## src/rtl/seq_div_8_8_if.sv

```systemverilog
// Operand/result handshake bundle for the sequential unsigned divider.
// The master drives operands and out_ready; the slave (divider) returns results.
interface seq_div_8_8_if #(
  parameter int WIDTH = 8
);
  logic             in_valid;
  logic             in_ready;
  logic [WIDTH-1:0] a;
  logic [WIDTH-1:0] b;
  logic             out_valid;
  logic             out_ready;
  logic [WIDTH-1:0] quotient;
  logic [WIDTH-1:0] remainder;
  logic             div_by_zero;

  modport master (
    output in_valid, a, b, out_ready,
    input  in_ready, out_valid, quotient, remainder, div_by_zero
  );

  modport slave (
    input  in_valid, a, b, out_ready,
    output in_ready, out_valid, quotient, remainder, div_by_zero
  );
endinterface

```

## src/rtl/seq_div_8_8.sv

```systemverilog
// Radix-2 restoring unsigned divider, one quotient bit per clock.
// Optional SEQ_DIV_BYPASS_EN: b==0 or a<b completes straight from IDLE to DONE.
module seq_div_8_8 #(
  parameter int WIDTH = 8
) (
  input  logic            clk,
  input  logic            rst_n,
  seq_div_8_8_if.slave    bus,
  output logic [1:0]      dbg_state
);
  // Handshake: a transfer happens on a rising edge where valid and ready are
  // both 1. in_ready depends on state only; results hold while out_valid && !out_ready.
  localparam int CW = $clog2(WIDTH + 1);

  typedef enum logic [1:0] {
    IDLE = 2'd0,
    BUSY = 2'd1,
    DONE = 2'd2
  } state_t;

  state_t           state, state_nxt;
  logic [CW-1:0]    cnt_q;
  logic [WIDTH-1:0] dvd_q;
  logic [WIDTH-1:0] dvs_q;
  logic [WIDTH-1:0] rem_q;
  logic [WIDTH-1:0] quo_q;
  logic             dbz_q;
  logic [WIDTH:0]   r_shift;
  logic [WIDTH:0]   r_sub;
  logic             take;
  logic             skip;

  // WIDTH+1 bits keep the carry when the divisor has its MSB set.
  assign r_shift = {rem_q, dvd_q[WIDTH-1]};
  assign r_sub   = r_shift - {1'b0, dvs_q};
  assign take    = (r_shift >= {1'b0, dvs_q});

`ifdef SEQ_DIV_BYPASS_EN
  assign skip = (bus.b == '0) || (bus.a < bus.b);
`else
  assign skip = 1'b0;
`endif

  always_ff @(posedge clk) begin
    if (!rst_n) state <= IDLE;
    else        state <= state_nxt;
  end

  always_comb begin
    state_nxt = state;
    case (state)
      IDLE: if (bus.in_valid) state_nxt = skip ? DONE : BUSY;
      BUSY: if (cnt_q == CW'(WIDTH - 1)) state_nxt = DONE;
      DONE: if (bus.out_ready) state_nxt = IDLE;
      default: state_nxt = IDLE;
    endcase
  end

  always_ff @(posedge clk) begin
    if (!rst_n) begin
      cnt_q <= '0;
      dvd_q <= '0;
      dvs_q <= '0;
      rem_q <= '0;
      quo_q <= '0;
      dbz_q <= 1'b0;
    end else begin
      case (state)
        IDLE: begin
          if (bus.in_valid) begin
            dvd_q <= bus.a;
            dvs_q <= bus.b;
            rem_q <= '0;
            quo_q <= '0;
            cnt_q <= '0;
            dbz_q <= (bus.b == '0);
            if (skip) begin
              quo_q <= (bus.b == '0) ? '1 : '0;
              rem_q <= bus.a;
            end
          end
        end
        BUSY: begin
          rem_q <= take ? r_sub[WIDTH-1:0] : r_shift[WIDTH-1:0];
          quo_q <= {quo_q[WIDTH-2:0], take};
          dvd_q <= dvd_q << 1;
          cnt_q <= cnt_q + CW'(1);
        end
        default: ;
      endcase
    end
  end

  assign bus.in_ready    = (state == IDLE);
  assign bus.out_valid   = (state == DONE);
  assign bus.quotient    = quo_q;
  assign bus.remainder   = rem_q;
  assign bus.div_by_zero = dbz_q;
  assign dbg_state       = state;
endmodule
```

## src/flat_wrapper.sv

```systemverilog
// flat-port wrapper written by rule: the top's interface ports become plain ports
module seq_div_8_8_flat 
#(
  parameter int WIDTH = 8
)
  (clk, rst_n, dbg_state, bus_in_valid, bus_a, bus_b, bus_out_ready, bus_in_ready, bus_out_valid, bus_quotient, bus_remainder, bus_div_by_zero);
  seq_div_8_8_if #(.WIDTH(WIDTH)) bus_i ();
  input  logic clk;
  input  logic rst_n;
  output logic [1:0] dbg_state;
  input wire logic [$bits(bus_i.in_valid)-1:0] bus_in_valid;
  input wire logic [$bits(bus_i.a)-1:0] bus_a;
  input wire logic [$bits(bus_i.b)-1:0] bus_b;
  input wire logic [$bits(bus_i.out_ready)-1:0] bus_out_ready;
  output wire logic [$bits(bus_i.in_ready)-1:0] bus_in_ready;
  output wire logic [$bits(bus_i.out_valid)-1:0] bus_out_valid;
  output wire logic [$bits(bus_i.quotient)-1:0] bus_quotient;
  output wire logic [$bits(bus_i.remainder)-1:0] bus_remainder;
  output wire logic [$bits(bus_i.div_by_zero)-1:0] bus_div_by_zero;
  assign bus_i.in_valid = bus_in_valid;
  assign bus_i.a = bus_a;
  assign bus_i.b = bus_b;
  assign bus_i.out_ready = bus_out_ready;
  assign bus_in_ready = bus_i.in_ready;
  assign bus_out_valid = bus_i.out_valid;
  assign bus_quotient = bus_i.quotient;
  assign bus_remainder = bus_i.remainder;
  assign bus_div_by_zero = bus_i.div_by_zero;
  seq_div_8_8 #(.WIDTH(WIDTH)) u_core (.clk(clk), .rst_n(rst_n), .bus(bus_i), .dbg_state(dbg_state));
endmodule
```

## config.mk

```make
export PLATFORM = sky130hd
export DESIGN_NAME = seq_div_8_8_flat
export DESIGN_NICKNAME = d
export VERILOG_FILES = /design/src/rtl/seq_div_8_8_if.sv /design/src/rtl/seq_div_8_8.sv /design/src/flat_wrapper.sv
export SDC_FILE = /design/constraint.sdc
export NUM_CORES = 1
export LEC_CHECK = 0
export ABC_AREA = 1
export CAP_MARGIN = 20
export CORE_MARGIN = 10
export CORE_UTILIZATION = 50
export DETAILED_ROUTE_END_ITERATION = 7
export MAX_ROUTING_LAYER = met4
export PLACE_DENSITY_LB_ADDON = 0.05
export SKIP_LAST_GASP = 1
export SLEW_MARGIN = 25
export SYNTH_ARGS = -nofsm -noshare
export SYNTH_HDL_FRONTEND = slang
export SYNTH_SLANG_ARGS = --single-unit
export TNS_END_PERCENT = 1
```

## constraint.sdc

```tcl
create_clock -name clk -period 2.2 [get_ports clk]
set_input_delay 0.44 -clock clk [delete_from_list [all_inputs] [get_ports clk]]
set_output_delay 0.44 -clock clk [all_outputs]
set_load 0.005 [all_outputs]
```

; ---- Word level (Yosys, flattened, before mapping)
; Cells that the tools add are included.
[classes]
add_sub_neg = 2
magnitude_cmp = 1
n_eq_ne = 6
mux = 12
reduce_logical = 6
[ops]
columns = operator, n
row1 = 8-bit one-hot mux with 2 select lines, 3
row2 = 8-bit two-way mux, 3
row3 = 9-bit by 8-bit >= comparator with 1-bit output, 1
row4 = 8-bit zero test, 1
row5 = 4-bit one-hot mux with 2 select lines, 1
row6 = 8-bit subtractor, 1
row7 = 2-bit two-way mux, 3
row8 = 2-bit one-hot mux with 3 select lines, 1
row9 = 4-bit by 1-bit adder with 4-bit output (second input constant), 1
row10 = 4-bit by 3-bit == test with 1-bit output (second input constant), 1
row11 = 4-bit two-way mux, 1
row12 = 2-bit inequality test (second input constant), 2
row13 = 2-bit AND reduction, 2
row14 = 3-bit AND reduction, 1
row15 = 2-bit by 1-bit == test with 1-bit output (second input constant), 1
row16 = 2-bit == test (second input constant), 1
row17 = 2-bit zero test, 1
row18 = 2-bit by 1-bit inequality test with 1-bit output (second input constant), 1
row19 = 2-bit nonzero test, 1
[totals]
register_bits = 39
inputBits = 20
output_inout_bits = 21

; ---- Longest topological paths before layout
; Gate-level depths: netlist of run 1.
[depth]
ltp_word = 3
ltp_mapped = 13

; ---- Worst setup path before layout of run 1
; Ideal clock, no wire load.
[synth_path]
path_kind = reg2reg
start = reg u_core.rem_q[3], in the netlist u_core.bus.remainder[3]
end = reg u_core.rem_q[7], in the netlist u_core.bus.remainder[7]
arrival_ns = 1.452
required_ns = 2.069
path_slack_ns = 0.618
path_stages_with_launch = 11
n_path_buf = 1
period_less_slack_ns = 1.582
cell_sequence = dfxtp_1 -> ha_1 -> nand2_2 -> nor2_2 -> nand3_1 -> and2_4 -> buf_8 -> nand3_1 -> nand2_1 -> nand2_1 -> a21oi_2
[synth_between]
elab_chain_len = 3
elab_cells_between_ends = 4
cone_classes = 1 x add/sub / 1 x order compare / 2 x mux
[synth_lines]
columns = element, line
row1 = start: declaration, seq_div_8_8.sv:25  ; logic [WIDTH-1:0] rem_q;
row2 = start signal: assignment, seq_div_8_8.sv:79  ; rem_q <= bus.a;
row3 = start signal: assignment, seq_div_8_8.sv:84  ; rem_q <= take ? r_sub[WIDTH-1:0] : r_shift[WIDTH-1:0];
row4 = 8-bit subtractor / 9-bit by 8-bit >= comparator with 1-bit output (equally long branches), "seq_div_8_8.sv:35, seq_div_8_8.sv:36"
row5 = 8-bit two-way mux *, seq_div_8_8.sv:84
row6 = 8-bit one-hot mux with 2 select lines *, seq_div_8_8.sv:68  ; case (state)
; Mark *: on every way between the ends. The rest lies on a longest branch, timed or not.
; A chain may end at the register's enable or synchronous reset.

; ---- Worst setup path in the final report of run 1
[layout_path]
start = reg u_core.rem_q[3], in the netlist u_core.bus.remainder[3]
end = reg u_core.rem_q[4], in the netlist u_core.bus.remainder[4]
; The elaborated chain is that of the path after synthesis.

==> flow_summary_export.csv, run 1 <==
group,metric,value,unit
place,place.gp.congestion,0.869,
floorplan,die-area,7250,sq um
grt,first_global_vias,1883,
detailed_routing,drt-initial-drc-count,94,
clocking,cts_tree,"built",
detailed_routing,drcViolationCount,0,
layout,nets,369,
clocking,hold_buffers,0,
layout,drive_above_1_share,10.6,%
layout,diodes,0,
sta,tightest_slew,0.370,ns
worst_setup_path,crit_type,"reg2reg",
clocking,path_clk_slew,0.08,ns
clocking,postCtsSetupBuffers,0,
floorplan,dieHeight,85.1,um
synth,synthArstFlopShare,0,%
worst_hold_path,hp-class,"reg2reg",
worst_setup_path,rr_endpoint,"u_core.bus.remainder[4]",
detailed_routing,drt_first_pass_iters,4,
sta,rsz0062_at_grt,"false",
worst_setup_path,critPathCaptureType,"flip-flop",
floorplan,rows,23,
run,drv_cap,0,
synth,synthFlopType,"dfxtp_1",
sta,skew,0.00643,ns
detailed_routing,vias,2021,
sta,finalHoldViolations,0,
synth,ys_types,35,
synth,synth_largest_type_area_fraction,36.8,%
sta,report.final.slew_viol_count,0,
worst_hold_path,min_to,"u_core.dvd_q[2]",
grt,grt_use_total,14.3,%
worst_setup_path,critical_path_arrival,2.06,ns
synth,ys_top_cells_by_area,"dfxtp_1, nand2_1, a21oi_1",
synth,ys_warn_count,0,
sta,fin_crit,1.84,ns
sta,post-route-period-util,83.9,%
grt,grt_overflow,0,
synth,synth_edf_count,0,
synth,synth-seq-area-share,36.8,%
place,dp_hpwl,3.86,mm
layout,syn2layout_area_growth,26.4,%
sta,setup_viol,0,
grt,grt_max_degree,20,
detailed_routing,routed_via_density,5.18,
synth,syn_inst,295,
power,leakagePower,1.13,nW
synth,synth_common_cells,"nand2_1, inv_1, dfxtp_1, a21oi_1, nand3_1",
detailed_routing,ant_nets,0,
detailed_routing,wire_per_inst,12.7,um
outcome,status,"complete, no violations",
place,dp_cells,382,
worst_setup_path,r2r_cells,10,
worst_setup_path,timing.rr.start,"u_core.bus.remainder[3]",
floorplan,coreArea,4060,sq um
floorplan,io_pins,41,
worst_hold_path,min-delay-start,"u_core.dvd_q[2]",
clocking,clk_latency,0.29,ns
grt,grt_pass1_wl,8.63,mm
sta,maxSlewHeadroom,75.3,%
synth,syn_area_per_cell,7.19,sq um
power,ir_drop,609,uV
place,io_buffers,40,
worst_setup_path,cp.required,2.42,ns
worst_setup_path,critical_path.startpoint_type,"flip-flop",
sta,fmaxAchievable,0.542,GHz
synth,synth_area,2120,sq um
synth,synth_seq_cells,39,
floorplan,start_util,52.3,%
clocking,cts_resized,0,
clocking,numCtsBuffers,5,
worst_hold_path,whs_path_depth,2,
synth,synth_top_area_cell,"dfxtp_1",
power,power_density,1060,nW/um^2
floorplan,die_x,85.1,um
clocking,clockBufferDepth,2,
sta,whs,0.453,ns
clocking,root_buffer,"clkbuf_8",
layout,fin_cells,390,
clocking,clock-sinks,39,
synth,syn_nets,325,
worst_setup_path,r2r_setup_slack,0.36,ns
clocking,htreeDepth,2,
sta,setup_tns,0,ns
detailed_routing,wl,4.94,mm
grt,antenna_found_initial,0,
synth,synth.most_common_cell,"nand2_1",
worst_setup_path,worst-path-max-fanout,9,
==> worst max-delay path, stage by stage, from the launching register on <==
cell	delay, ns
dfxtp_1	0.35
ha_1	0.40
nand2_2	0.13
inv_1	0.04
nand2_1	0.12
nand2_1	0.07
nand2_1	0.07
nand4_2	0.23
nand2_1	0.15
nand3_1	0.08
a21oi_1	0.14
==> cells by family (layout without fill, tap and decap cells) <==
family                     after synthesis  in the layout  synth area share (%)
adders and majority gates               10             10                  6.25
xor gates and xnor gates                 3              3                  1.24
AOI/OAI and AO/OA                       55             55                  14.7
buffers and inverters                   52             97                  10.2
and+or+nand+nor                        136            136                  30.8
DFF                                     39             39                  36.8
==> metrics by stage <==
stage / setup WS [ns] / cell area (sq um) / util (%) / total power [mW]
3_5_place_dp: 0.306 / 2580 / 63.6 / 2.32
6_report: 0.355 / 2680 / 66.1 / 2.85
5_1_grt: 0.168 / 2680 / 66.1 / 3.09
3_3_place_gp: 0.348 / 2580 / 63.6 / 2.30
2_1_floorplan: 0.618 / 2120 / - / 2.00
4_1_cts: 0.367 / 2680 / 66.1 / 2.86
==> layout by cell type (no fill, tap or decap), drive strengths merged <==
cell | netlist | layout
xor2 | 2 | 2
clkinvlp | 0 | 1
nor2 | 17 | 17
o21ai | 9 | 9
a21oi | 35 | 35
buf | 8 | 7
a31oi | 3 | 3
clkdlybuf4s50 | 0 | 40
clkinv | 1 | 1
or2 | 2 | 2
nor3 | 2 | 2
a221oi | 1 | 1
o221ai | 4 | 4
ha | 9 | 9
dfxtp | 39 | 39
o21bai | 1 | 1
inv | 41 | 41
and2 | 1 | 1
nand4 | 4 | 4
nor4 | 1 | 1
a211oi | 2 | 2
xnor2 | 1 | 1
fa | 1 | 1
nand3 | 25 | 25
nand2 | 84 | 84
clkbuf | 2 | 7
==> power breakdown <==
group          internal, mW  switching [mW]  total, mW
clock                 0.285           0.248      0.534
sequential            0.785          0.0684      0.853
combinational         0.614           0.845       1.46
total                  1.68            1.16       2.85
==> metal layers <==
layer  up-vias  part of all wire [%]  global-route usage [%]
met3         5                   5.9                    4.30
met1       916                    49                    18.4
met4         0                  0.89                    4.04
li1       1049                     -                       -
met2        51                    44                    21.1
met5         -                     0                       -
==> registers in the layout (all words and copies together) (netlist names) <==
name,count
u_core.bus.div_by_zero,1
u_core.bus.quotient,8
u_core.bus.remainder,8
u_core.cnt_q,4
u_core.dbg_state,2
u_core.dvd_q,8
u_core.dvs_q,8
==> final cells by class <==
cell class	instances	area [sq um]
fillers	361	1380
multi-input cells	204	1120
flip-flops and latches	39	781
repair buffers	47	453
inverters	42	158
clock buffers	7	96.3
well taps	50	62.6
clock inverters	1	7.51
==> worst max path at each step <==
stage,startpoint,endpoint,slack [ns],cells past startpoint
global route,u_core.dvs_q[4],u_core.bus.remainder[0],0.17,11
detailed placement,bus_in_valid,u_core.dvs_q[7],0.31,7
finish,u_core.bus.remainder[3],u_core.bus.remainder[4],0.36,10
floorplan,u_core.bus.remainder[3],u_core.bus.remainder[7],0.62,10
global placement,bus_in_valid,u_core.dvs_q[3],0.35,7
CTS,u_core.bus.remainder[3],u_core.bus.remainder[4],0.37,10
Note: power is estimated with default switching activity, not from simulation.
==> run 2, diff against run 1 <==
clock period = 1.9 ns   (was 2.2 ns; I/O delays follow)
==> flow_summary_export.csv, run 2 (synthesized netlist as in run 1, its figures left out) <==
group,metric,value,unit
outcome,status,"complete, no violations",
worst_setup_path,critPathTopFamily,"simple AND/OR/NAND/NOR gates",
worst_setup_path,cpPeakStageDelay,0.35,ns
detailed_routing,routed_via_density,5.19,
clocking,clock-sinks,39,
detailed_routing,drt-initial-drc-count,79,
power,p_int,2.06,mW
worst_setup_path,r2r_cells,10,
sta,setup_tns,0,ns
power,p_comb_share,51.8,%
worst_hold_path,whs_path_depth,2,
clocking,postCtsSetupBuffers,0,
power,seqPwrFrac,28.4,%
worst_setup_path,worst-path-max-fanout,8,
grt,grt_use_total,14.9,%
worst_hold_path,hp-class,"reg2reg",
power,power_density,1260,nW/um^2
place,io_buffers,40,
layout,final_common_cell,"nand2_1",
clocking,root_buffer,"clkbuf_8",
detailed_routing,vias,2051,
place,dpl-instance-area,2620,sq um
detailed_routing,ant_nets,0,
clocking,numCtsBuffers,5,
power,swShare,40.1,%
floorplan,die_x,85.1,um
grt,antenna_found_initial,0,
place,dp_cells,387,
worst_setup_path,path_buf_inv,1,
worst_setup_path,crit_type,"reg2reg",
layout,fin_cells,395,
power,power.switching,1.38,mW
place,dp_hpwl,4.06,mm
layout,diodes,0,
worst_setup_path,cpMaxStageDelayCell,"ha_1",
run,drv_cap,0,
power,ir_drop,566,uV
sta,skew,0.00974,ns
sta,maxSlewHeadroom,73.6,%
layout,final_cell_mix,"nand2_1, inv_1, clkdlybuf4s50_1, dfxtp_1, a21oi_1",
grt,first_global_vias,2019,
layout,design_area,2740,sq um
sta,rsz0062_at_grt,"false",
place,place.gp.congestion,0.866,
floorplan,io_pins,41,
floorplan,coreArea,4060,sq um
clocking,htreeDepth,2,
grt,grt_max_degree,28,
floorplan,die-area,7250,sq um
layout,nets,374,
clocking,cts_resized,0,
worst_setup_path,cp.required,2.13,ns
worst_setup_path,worstPathCellList,"inv_1 > ha_1 > nand2_1 > nand2_1 > a21oi_2 > and2_4 > nand3_1 > nand2_1 > nand2_1 > a21oi_2",
sta,finalHoldViolations,0,
power,clkPwrFrac,19.7,%
grt,grt_pass1_wl,8.94,mm
worst_setup_path,cp_num_cells,10,
floorplan,start_util,52.3,%
clocking,clockBufferDepth,2,
clocking,cts_tree,"built",
worst_setup_path,worst_path_most_repeated_cell,"nand2_1",
power,leakagePower,1.16,nW
sta,report.final.slew_viol_count,0,
detailed_routing,drcViolationCount,0,
detailed_routing,wl,5.10,mm
clocking,clk_latency,0.29,ns
floorplan,dieHeight,85.1,um
floorplan,rows,23,
detailed_routing,drt_first_pass_iters,4,
layout,syn2layout_area_growth,29.0,%
layout,fill_cells,357,
worst_setup_path,critical_path.startpoint_type,"flip-flop",
clocking,path_clk_slew,0.08,ns
worst_setup_path,critical_path_arrival,1.98,ns
detailed_routing,wire_per_inst,12.9,um
sta,post-route-period-util,91.8,%
sta,fin_crit,1.74,ns
clocking,hold_buffers,0,
worst_setup_path,critPathCaptureType,"flip-flop",
layout,drive_above_1_share,11.9,%
sta,setup_viol,0,
sta,fmaxAchievable,0.573,GHz
grt,grt_overflow,0,
sta,tightest_slew,0.396,ns
==> run 2: area by class of cell <==
type	instances	area, sq um	share of cell area [%]
inverter	42	158	5.76
timing repair buffer	52	490	17.9
tap	50	62.6	2.29
multi-input combinational	204	1130	41.4
sequential	39	781	28.5
clock inverter	3	43.8	1.60
clock buffer	5	68.8	2.51
==> run 2: tightest hold or removal path: stages, from the launching register on <==
cell and delay, ns:
dfxtp_1 0.31, inv_1 0.05, a21oi_1 0.05
==> run 2: path summary, 6_finish.rpt <==
| path | from | end | slack [ns] |
|---|---|---|---|
| setup / recovery | u_core.dvs_q[6] | u_core.bus.remainder[7] | 0.16 |
| hold / removal | u_core.dvd_q[3] | u_core.dvd_q[3] | 0.45 |
| setup reg to reg | u_core.dvs_q[6] | u_core.bus.remainder[7] | 0.16 |
| hold reg to reg | u_core.dvd_q[3] | u_core.dvd_q[3] | 0.45 |
==> run 2: per-stage QoR <==
stage          hold slack (ns)  worst slack (ns)  util [%]  power [mW]
2_1_floorplan            0.424             0.318         -        2.32
3_3_place_gp             0.435             0.174      64.5        2.70
3_5_place_dp             0.438             0.136      64.5        2.73
4_1_cts                  0.449             0.142      67.3        3.42
5_1_grt                  0.467           0.00720      67.5        3.72
6_report                 0.446             0.156      67.5        3.44
==> run 2: power groups by stage <==
stage                     clock, mW  combinational (mW)  sequential, mW
final                         0.679                1.78           0.978
after floorplan                   0                1.33           0.993
after global placement            0                1.70           0.996
after global routing          0.735                2.00           0.990
after detailed placement          0                1.74           0.997
after CTS                     0.699                1.74           0.978
==> run 2: layer usage <==
metal / part of all wire, % / track usage, % / wire length (um) / vias to the layer above
met4: 0.75 / 4.79 / 38 / 0
met3: 5.5 / 4.59 / 282 / 4
li1: - / - / - / 1058
met2: 46 / 23.6 / 2360 / 47
met5: 0 / - / 0 / -
met1: 47 / 17.7 / 2420 / 942
